<file path="src/rtl/othello_pkg.sv">
// Shared board constants: select codes, pixel colours, cell geometry, plotter states.
// Latency: n/a (declarations only).
// Backpressure: n/a.
package othello_pkg;

    localparam int CELL       = 12;           // cell edge in pixels
    localparam int CELL_PITCH = CELL + 1;     // on-screen distance between cell origins
    localparam int DISK_R2    = 100;          // disk threshold, doubled-coordinate units

    localparam logic [1:0] SEL_EMPTY = 2'd0;
    localparam logic [1:0] SEL_BOX   = 2'd1;
    localparam logic [1:0] SEL_BLACK = 2'd2;
    localparam logic [1:0] SEL_WHITE = 2'd3;

    localparam logic [2:0] COL_GREEN  = 3'b010;
    localparam logic [2:0] COL_YELLOW = 3'b110;
    localparam logic [2:0] COL_BLACK  = 3'b000;
    localparam logic [2:0] COL_WHITE  = 3'b111;

    typedef enum logic [1:0] {
        ST_IDLE = 2'd0,
        ST_DRAW = 2'd1,
        ST_DONE = 2'd2
    } plot_state_t;

endpackage

</file>
<file path="src/rtl/cell_plotter_disk_mask.sv">
// Maps a cell-relative pixel (dx,dy) to "inside the disk" using u^2+v^2 <= DISK_R2.
// Latency: purely combinational.
// Backpressure: none; kept standalone so a ROM can replace it.
module disk_mask #(
    parameter int CELL    = 12,
    parameter int DISK_R2 = 100
) (
    input  logic [3:0] i_dx,
    input  logic [3:0] i_dy,
    output logic       o_in_disk
);

    // Doubled coordinates centre the disk on the cell even when CELL is even.
    logic signed [6:0]  w_u;
    logic signed [6:0]  w_v;
    logic signed [13:0] w_u_ext;
    logic signed [13:0] w_v_ext;
    logic signed [13:0] w_u2;
    logic signed [13:0] w_v2;
    logic        [14:0] w_sum;

    assign w_u     = $signed({2'b00, i_dx, 1'b0}) - $signed(7'(CELL - 1));
    assign w_v     = $signed({2'b00, i_dy, 1'b0}) - $signed(7'(CELL - 1));
    assign w_u_ext = 14'(w_u);
    assign w_v_ext = 14'(w_v);
    assign w_u2    = w_u_ext * w_u_ext;
    assign w_v2    = w_v_ext * w_v_ext;
    assign w_sum   = {1'b0, w_u2} + {1'b0, w_v2};

    assign o_in_disk = (w_sum <= 15'(DISK_R2));

endmodule

</file>
<file path="src/rtl/cell_plotter.sv">
// Walks one cell's pixels row-major, one per clock, driving VGA x/y/colour/plot; pulses done.
// Latency: accept at T, pixels T+1..T+CELL^2, done at T+CELL^2+1 (CELL_PLOTTER_GRID_EN: (CELL+1)^2 scan).
// Backpressure: none; start is only sampled in IDLE, requests during a draw are dropped.
module cell_plotter #(
    parameter int CELL    = othello_pkg::CELL,
    parameter int DISK_R2 = othello_pkg::DISK_R2
) (
    input  logic       clock,
    input  logic       resetn,
    input  logic       start,
    input  logic [7:0] x_origin,
    input  logic [6:0] y_origin,
    input  logic [1:0] select,
    output logic [7:0] vga_x,
    output logic [6:0] vga_y,
    output logic [2:0] colour,
    output logic       plot,
    output logic       busy,
    output logic       done
);
    import othello_pkg::*;

`ifdef CELL_PLOTTER_GRID_EN
    // The extra column/row at index CELL is the right/bottom grid line.
    localparam logic [3:0] SCAN_MAX = 4'(CELL);
`else
    localparam logic [3:0] SCAN_MAX = 4'(CELL - 1);
`endif
    localparam logic [3:0] EDGE_MAX = 4'(CELL - 1);

    plot_state_t r_state;
    plot_state_t w_state_n;

    logic [7:0] r_x0;
    logic [6:0] r_y0;
    logic [1:0] r_sel;
    logic [3:0] r_dx;
    logic [3:0] r_dy;
    logic [3:0] w_dx_n;
    logic [3:0] w_dy_n;
    logic       w_accept;
    logic [7:0] w_x0_n;
    logic [6:0] w_y0_n;
    logic [1:0] w_sel_n;
    logic       w_in_disk;
    logic [2:0] w_colour_n;

    logic [7:0] r_vga_x;
    logic [6:0] r_vga_y;
    logic [2:0] r_colour;
    logic       r_plot;
    logic       r_busy;
    logic       r_done;

    // State register.
    always_ff @(posedge clock or negedge resetn) begin
        if (!resetn) r_state <= ST_IDLE;
        else         r_state <= w_state_n;
    end

    // Next state and next pixel position; counters name the pixel being driven.
    always_comb begin
        w_state_n = r_state;
        w_dx_n    = r_dx;
        w_dy_n    = r_dy;
        w_accept  = 1'b0;
        case (r_state)
            ST_IDLE: begin
                if (start) begin
                    w_state_n = ST_DRAW;
                    w_accept  = 1'b1;
                    w_dx_n    = 4'd0;
                    w_dy_n    = 4'd0;
                end
            end
            ST_DRAW: begin
                if (r_dx == SCAN_MAX) begin
                    w_dx_n = 4'd0;
                    if (r_dy == SCAN_MAX) begin
                        w_state_n = ST_DONE;
                        w_dy_n    = 4'd0;
                    end else begin
                        w_dy_n = r_dy + 4'd1;
                    end
                end else begin
                    w_dx_n = r_dx + 4'd1;
                end
            end
            ST_DONE: w_state_n = ST_IDLE;
            default: w_state_n = ST_IDLE;
        endcase
    end

    // On accept the fresh inputs feed the first pixel directly, so T+1 is already registered.
    assign w_x0_n  = w_accept ? x_origin : r_x0;
    assign w_y0_n  = w_accept ? y_origin : r_y0;
    assign w_sel_n = w_accept ? select   : r_sel;

    disk_mask #(.CELL(CELL), .DISK_R2(DISK_R2)) u_disk_mask (
        .i_dx      (w_dx_n),
        .i_dy      (w_dy_n),
        .o_in_disk (w_in_disk)
    );

    // Colour of the next pixel from the drawing code and its cell-relative position.
    always_comb begin
        w_colour_n = COL_GREEN;
        case (w_sel_n)
            SEL_BOX: begin
                if (w_dx_n == 4'd0 || w_dx_n == EDGE_MAX || w_dy_n == 4'd0 || w_dy_n == EDGE_MAX)
                    w_colour_n = COL_YELLOW;
            end
            SEL_BLACK: if (w_in_disk) w_colour_n = COL_BLACK;
            SEL_WHITE: if (w_in_disk) w_colour_n = COL_WHITE;
            default:   w_colour_n = COL_GREEN;
        endcase
`ifdef CELL_PLOTTER_GRID_EN
        if (w_dx_n == 4'(CELL) || w_dy_n == 4'(CELL))
            w_colour_n = COL_BLACK;
`endif
    end

    // Latches, counters and registered pixel outputs; x/y/colour hold while not plotting.
    always_ff @(posedge clock or negedge resetn) begin
        if (!resetn) begin
            r_x0     <= 8'd0;
            r_y0     <= 7'd0;
            r_sel    <= SEL_EMPTY;
            r_dx     <= 4'd0;
            r_dy     <= 4'd0;
            r_vga_x  <= 8'd0;
            r_vga_y  <= 7'd0;
            r_colour <= 3'd0;
            r_plot   <= 1'b0;
            r_busy   <= 1'b0;
            r_done   <= 1'b0;
        end else begin
            r_x0   <= w_x0_n;
            r_y0   <= w_y0_n;
            r_sel  <= w_sel_n;
            r_dx   <= w_dx_n;
            r_dy   <= w_dy_n;
            r_plot <= (w_state_n == ST_DRAW);
            r_busy <= (w_state_n != ST_IDLE);
            r_done <= (w_state_n == ST_DONE);
            if (w_state_n == ST_DRAW) begin
                r_vga_x  <= w_x0_n + {4'd0, w_dx_n};
                r_vga_y  <= w_y0_n + {3'd0, w_dy_n};
                r_colour <= w_colour_n;
            end
        end
    end

    assign vga_x  = r_vga_x;
    assign vga_y  = r_vga_y;
    assign colour = r_colour;
    assign plot   = r_plot;
    assign busy   = r_busy;
    assign done   = r_done;

endmodule
</file>
<file path="config.mk">
export PLATFORM = sky130hd
export DESIGN_NAME = cell_plotter
export DESIGN_NICKNAME = d
export VERILOG_FILES = /design/src/rtl/othello_pkg.sv /design/src/rtl/cell_plotter_disk_mask.sv /design/src/rtl/cell_plotter.sv
export SDC_FILE = /design/constraint.sdc
export NUM_CORES = 1
export LEC_CHECK = 0
export CORE_MARGIN = 4
export CORE_UTILIZATION = 55
export DETAILED_ROUTE_END_ITERATION = 10
export PLACE_DENSITY = 0.74
export SLEW_MARGIN = 15
export SYNTH_ARGS = -nofsm -noshare
export SYNTH_HDL_FRONTEND = slang
export SYNTH_SLANG_ARGS = --single-unit
export TNS_END_PERCENT = 20
</file>
<file path="constraint.sdc">
create_clock -name clock -period 8.4 [get_ports clock]
set_input_delay 0.84 -clock clock [delete_from_list [all_inputs] [get_ports clock]]
set_output_delay 0.84 -clock clock [all_outputs]
set_load 0.01 [all_outputs]
</file>
==> summary.txt, run 1 <==
Run status
  – Outcome: completed

Layout
  – Nets: 685
  – Fin cells: 665
  – Diodes inserted: 0
  – Layout cells sized above 1: 8.08%
  – Area Growth Syn to Fin: 13.4%

Clock tree
  – Clock latency on the worst-skew pair: 0.30 ns
  – Worst-path clk slew: 0.09 ns
  – TritonCTS Buffers: 5
  – Clock Path Buffers: 2
  – CTS tree: yes
  – CTS H-Tree Depth: 2
  – Cts repair resizes: 0
  – Hold_buf cts: 0
  – # clock sinks: 48
  – Postcts setup bufs: 0
  – Root Buffer: clkbuf_8

Setup path
  – Setup crit end kind: flop
  – Internal reg-to-reg setup slack: 1.02 ns
  – Slowest stage delay, CP: 0.60 ns
  – CP top delay family: adder cells
  – Critical path buffer and inverter count: 3
  – R2r endpoint: colour[1]$_DFFE_PN0P_
  – Critical path type: in2reg
  – CP arrival: 7.83 ns
  – Crit Path Max Fanout: 9
  – RR Startpoint: r_state[0]$_DFF_PN0_
  – Register-to-Register Path Depth: 25
  – CP most frequent cell: ha_1
  – Crit path required time: 8.58 ns
  – Worst setup SP type: input port
  – Slowest cell on crit path: a22oi_1

Global routing
  – Vias in the first global route: 3,693
  – Initial antenna violation count: 0
  – GRT Resource Usage Total: 19.8%
  – Global-route wire length before repair: 16,900 um
  – Congestion Overflow GR: 0
  – Largest net degree at the start of global routing: 49

Logic synthesis
  – Post-Syn Nets: 636
  – Syn Inst Count: 507
  – Synth cell count leaders: ha_1, inv_1, dfrtp_1, nand2_1, fa_1
  – Top_reg_cell synth: dfrtp_1
  – Mapped cell area: 0.00495 mm^2
  – Leading area contributor after synthesis: dfrtp_1
  – Post-synthesis cell type count: 57
  – Post-synth EDFFs: 0
  – Yosys warns: 0
  – Share of flip-flops with an asynchronous set or reset: 100%
  – Sequential area share after synthesis: 24.2%
  – Syn avg cell area: 9.77 um^2
  – Synth area leaders: dfrtp_1, ha_1, fa_1, xnor2_1, inv_1
  – Top cell type's share of synthesized area: 24.2%
  – Count leader, synth: ha_1
  – FF+latch count, synth: 48

Die
  – CORE AREA: 0.00876 mm^2
  – Placement Rows: 34
  – Die Wd: 103 um
  – Die area: 0.0106 mm^2
  – Ports: 41
  – Die height: 103 um
  – Initial Utilization: 56.5%

Min path
  – Hold crit path type: reg2reg
  – Hold Crit Depth: 2
  – Hold EP: vga_x[4]$_DFFE_PN0P_
  – Hold_sp: vga_x[4]$_DFFE_PN0P_

Timing
  – Final Setup Violations: 0
  – Max Clk Rate: 0.131 GHz
  – Final setup margin: 0.758 ns
  – Slew of the pin with the lowest slew margin: 0.930 ns
  – Final slew viol count: 0
  – Final cycle utilization of the critical path: 91.0%
  – Fin. Hold Viols: 0
  – Clock Skew: 0.00639 ns
  – Max_slew headroom: 37.8%
  – Final worst path period need: 7.64 ns
  – Setup tns final: 0 ns
  – RSZ-0062 raised after global routing: false

Routing
  – Via-per-instance ratio: 5.48
  – # DRC: 0
  – Iter 0 DRT Violations: 142
  – Final wirelength: 9590 um
  – Router iterations before antenna repair: 4
  – Post-route ant nets: 0
  – Vias: 3,641
  – Routed WL per cell: 14.4 um

Place
  – Gpl congestion: 0.870
  – Final HPWL DP: 7970 um
  – PortBufs: 40
  – Placed insts: 657
  – Post-Place Setup Slack: 0.429 ns

Job
  – Max_cap viols: 0
## layer usage
layer | GRT usage, % | vias up | wire length, um
li1 | - | 1819 | -
met1 | 26.2 | 1729 | 4290
met2 | 34.8 | 81 | 4730
met3 | 2.17 | 12 | 416
met4 | 4.88 | 0 | 155
met5 | 0 | - | 0
## final cells by class
cell class                      instances  area [um^2]
Multi-Input combinational cell        386         3470
Fill cell                             731         3150
Sequential cell                        48         1200
Timing Repair Buffer                   49          465
Inverter                               66          248
Tap cell                              108          135
Clock buffer                            6         82.6
Clock inverter                          2         15.0
## worst register-to-register path, cell delays in order, from the launching register on
cell and delay, ns:
dfrtp_1 0.50, nor2b_1 0.66, a31oi_1 0.16, o22ai_1 0.58, a21oi_1 0.28, buf_4 0.24, fa_1 0.66, inv_1 0.16
fa_1 0.55, inv_1 0.05, fa_1 0.47, ha_1 0.30, ha_1 0.33, nor2b_1 0.14, o21a_1 0.18, o21ai_0 0.14
nand2b_1 0.07, a21oi_1 0.16, xnor2_1 0.08, ha_1 0.32, nor4_1 0.21, o2111ai_1 0.14, a211o_1 0.26, a21oi_1 0.15
o2111ai_2 0.15, o32a_1 0.31
## layout by cell type, fill, tap and decap left out, types with 3 or more instances in the layout
cell / n
ha_1: 75
inv_1: 65
nand2_1: 48
dfrtp_1: 48
clkdlybuf4s50_1: 39
fa_1: 34
xnor2_1: 30
a21oi_1: 24
o21ai_0: 23
nor2_1: 21
mux2_2: 13
a21o_1: 12
xor2_1: 11
mux2i_1: 11
buf_4: 10
nand3_1: 9
nor2b_1: 8
nor3_1: 7
o21a_1: 6
clkbuf_8: 6
a31oi_1: 5
nand4_1: 4
nand2b_1: 3
or3_1: 3
## stage by stage
stage                     hold slack (ns)  utilization [%]  cell area (um^2)
final                               0.479             64.1              5620
after detailed placement            0.462             62.9              5520
after global placement              0.461             62.9              5520
after floorplan                     0.464                -              4950
after global routing                0.519             64.1              5620
after CTS                           0.485             64.0              5610
## registers in the layout, indices dropped and copies added, names as in the netlist
| signal | count |
|---|---|
| r_dy | 4 |
| done | 1 |
| r_x0 | 8 |
| r_state | 2 |
| r_sel | 2 |
| busy | 1 |
| vga_y | 7 |
| r_y0 | 7 |
| r_dx | 4 |
| vga_x | 8 |
| plot | 1 |
| colour | 3 |
## how the worst max path moves through the flow
| stage | startpoint | cells past startpoint | end | slack [ns] |
|---|---|---|---|---|
| final | start | 27 | colour[1]$_DFFE_PN0P_ | 0.76 |
| after global routing | start | 29 | colour[1]$_DFFE_PN0P_ | 0.1 |
| after CTS | start | 27 | colour[1]$_DFFE_PN0P_ | 0.73 |
| after detailed placement | start | 27 | colour[1]$_DFFE_PN0P_ | 0.43 |
| after global placement | start | 27 | colour[1]$_DFFE_PN0P_ | 0.63 |
| after floorplan | start | 25 | colour[1]$_DFFE_PN0P_ | 1.33 |
## cells by family (layout without fill, tap and decap cells)
kind of cell	after synthesis	after routing	share of synthesized area (%)
xor gates and xnor gates	41	41	7.25
adders and majority gates	109	109	32.7
and+or+nand+nor	118	118	11.5
DFF	48	48	24.2
muxes	25	25	5.48
buffers and inverters	73	123	5.83
AOI/OAI and AO/OA	93	93	13.0
Power of run 1 is left out: the tool's default activity adds up to more than one toggle a clock period on the data nets, which glitch-free logic cannot reach.
==> run 2: changes to the inputs <==
Settings changed: PLACE_DENSITY 0.74 to 0.76.
==> summary.txt, run 2 (synthesis results as in run 1) <==
Layout
  – Area Growth Syn to Fin: 13.8% (was 13.4%)
  – Fillers: 735 (was 731)
  – Nets: 685 (unchanged)
  – Commonest non-fill, non-tap cell in the layout: ha_1 (unchanged)
  – Diodes inserted: 0 (unchanged)
  – Most frequent cells in the layout: ha_1, inv_1, nand2_1, dfrtp_1, clkdlybuf4s50_1 (unchanged)
  – Layout cells sized above 1: 8.08% (unchanged)
  – Footprint of the multi-input gates: 0.00347 mm^2 (unchanged)
  – Register area: 0.00120 mm^2 (unchanged)

Setup path
  – Setup crit end kind: flop (unchanged)
  – Register-to-Register Path Depth: 25 (unchanged)
  – Critical path type: in2reg (unchanged)
  – R2r endpoint: colour[1]$_DFFE_PN0P_ (unchanged)
  – Worst setup SP type: input port (unchanged)
  – RR Startpoint: r_state[0]$_DFF_PN0_ (unchanged)
  – Internal reg-to-reg setup slack: 1.05 ns (was 1.02 ns)
  – CP Launch Point: start (unchanged)
  – Slowest stage delay, CP: 0.60 ns (about the same)
  – Crit Path Max Fanout: 9 (unchanged)
  – Crit path required time: 8.58 ns (about the same)
  – Worst Setup EP: colour[1]$_DFFE_PN0P_ (unchanged)
  – CP arrival: 7.92 ns (was 7.83 ns)
  – Slowest cell on crit path: a22oi_1 (unchanged)

Clock tree
  – Clock latency on the worst-skew pair: 0.30 ns (about the same)
  – CTS H-Tree Depth: 2 (unchanged)
  – # clock sinks: 48 (unchanged)
  – Hold_buf cts: 0 (unchanged)
  – Postcts setup bufs: 0 (unchanged)
  – TritonCTS Buffers: 5 (unchanged)
  – Worst-path clk slew: 0.09 ns (about the same)
  – Cts repair resizes: 0 (unchanged)
  – Clock Path Buffers: 2 (unchanged)
  – CTS tree: yes (unchanged)
  – Root Buffer: clkbuf_8 (unchanged)

Routing
  – # DRC: 0 (unchanged)
  – Vias: 3,668 (was 3,641)
  – Post-route ant nets: 0 (unchanged)
  – Router iterations before antenna repair: 5 (was 4)
  – Final wirelength: 9490 um (was 9590 um)
  – Via-per-instance ratio: 5.52 (was 5.48)
  – Iter 0 DRT Violations: 119 (was 142)
  – Routed WL per cell: 14.3 um (was 14.4 um)

Timing
  – Slew of the pin with the lowest slew margin: 0.700 ns (was 0.930 ns)
  – Final slew viol count: 0 (unchanged)
  – Hold slack: 0.483 ns (was 0.479 ns)
  – Final Setup Violations: 0 (unchanged)
  – Final worst path period need: 7.74 ns (was 7.64 ns)
  – RSZ-0062 raised after global routing: false (unchanged)
  – Fin. Hold Viols: 0 (unchanged)
  – Max_slew headroom: 53.3% (was 37.8%)
  – Max Clk Rate: 0.129 GHz (was 0.131 GHz)
  – Setup tns final: 0 ns (unchanged)
  – Final cycle utilization of the critical path: 92.1% (was 91.0%)
  – Clock Skew: 0.00730 ns (was 0.00639 ns)

Global routing
  – Global-route wire length before repair: 16,900 um (about the same)
  – Initial antenna violation count: 0 (unchanged)
  – Vias in the first global route: 3,728 (was 3,693)
  – Congestion Overflow GR: 0 (unchanged)
  – GRT Resource Usage Total: 19.6% (was 19.8%)
  – Largest net degree at the start of global routing: 49 (unchanged)

Die
  – Placement Rows: 34 (unchanged)
  – Die height: 103 um (unchanged)
  – Die area: 0.0106 mm^2 (unchanged)
  – Ports: 41 (unchanged)
  – Initial Utilization: 56.5% (unchanged)
  – Die Wd: 103 um (unchanged)
  – CORE AREA: 0.00876 mm^2 (unchanged)

Place
  – Gpl congestion: 0.872 (was 0.870)
  – PortBufs: 40 (unchanged)
  – Final HPWL DP: 7960 um (was 7970 um)

Min path
  – Hold crit path type: reg2reg (unchanged)

Job
  – Max_cap viols: 0 (unchanged)

Run status
  – Outcome: completed (unchanged)
[run 2: cell types whose count changed in the layout (fill, tap and decap cells not counted), sizes merged]
| cell | previous run | this run |
|---|---|---|
| bufinv | 0 | 1 |
| clkinv | 0 | 1 |
| clkinvlp | 2 | 0 |
[run 2: layout make-up]
class / count / area share (%)
clock buffers: 6 / 1.46
flip-flops and latches: 48 / 21.3
inverters: 66 / 4.39
multi-input cells: 386 / 61.5
well taps: 108 / 2.40
repair buffers: 49 / 8.25
clock inverters: 2 / 0.688
[run 2: per-stage QoR]
step | utilization (%) | area, um^2 | cells | setup WS [ns]
after floorplan | - | 4950 | 507 | 1.33
after global placement | 62.9 | 5520 | 657 | 0.664
after detailed placement | 62.9 | 5520 | 657 | 0.375
after CTS | 64.3 | 5640 | 665 | 0.673
after global routing | 64.3 | 5640 | 665 | 0.0431
final | 64.3 | 5640 | 665 | 0.660
[run 2: how the worst min path moves through the flow]
stage                    startpoint                    to  slack [ns]  depth (start not counted)
6_report       vga_x[5]$_DFFE_PN0P_  vga_x[5]$_DFFE_PN0P_        0.48                          2
5_1_grt        vga_y[0]$_DFFE_PN0P_  vga_y[0]$_DFFE_PN0P_        0.51                          2
3_5_place_dp   vga_y[0]$_DFFE_PN0P_  vga_y[0]$_DFFE_PN0P_        0.47                          2
3_3_place_gp   vga_x[5]$_DFFE_PN0P_  vga_x[5]$_DFFE_PN0P_        0.46                          2
4_1_cts        vga_y[0]$_DFFE_PN0P_  vga_y[0]$_DFFE_PN0P_        0.49                          2
2_1_floorplan    r_sel[1]$_DFF_PN0_    r_sel[1]$_DFF_PN0_        0.46                          2
[run 2: critical path: cells and delay by family]
family / cells / cell delay, ns
AOI/OAI and AO/OA: 10 / 2.44
adders and majority gates: 6 / 2.23
buffers and inverters: 4 / 0.89
xor gates and xnor gates: 4 / 0.89
and+or+nand+nor: 5 / 0.62
[run 2: layer usage]
layer / global-route usage, % / part of all wire (%) / vias up
met4: 4.68 / 1.4 / 0
met1: 25.7 / 45 / 1762
met5: 0 / 0 / -
met3: 1.62 / 4.0 / 12
met2: 35.1 / 50 / 72
li1: - / - / 1822
Power of run 2 is left out for the same reason.
==> run 3: changes to the inputs <==
Settings changed: SLEW_MARGIN 15 to 20, TNS_END_PERCENT 20 to default.
==> results of run 3 <==
No change in the layout: final DEF, timing and power equal those of run 2.
Power of run 3 is left out for the same reason.
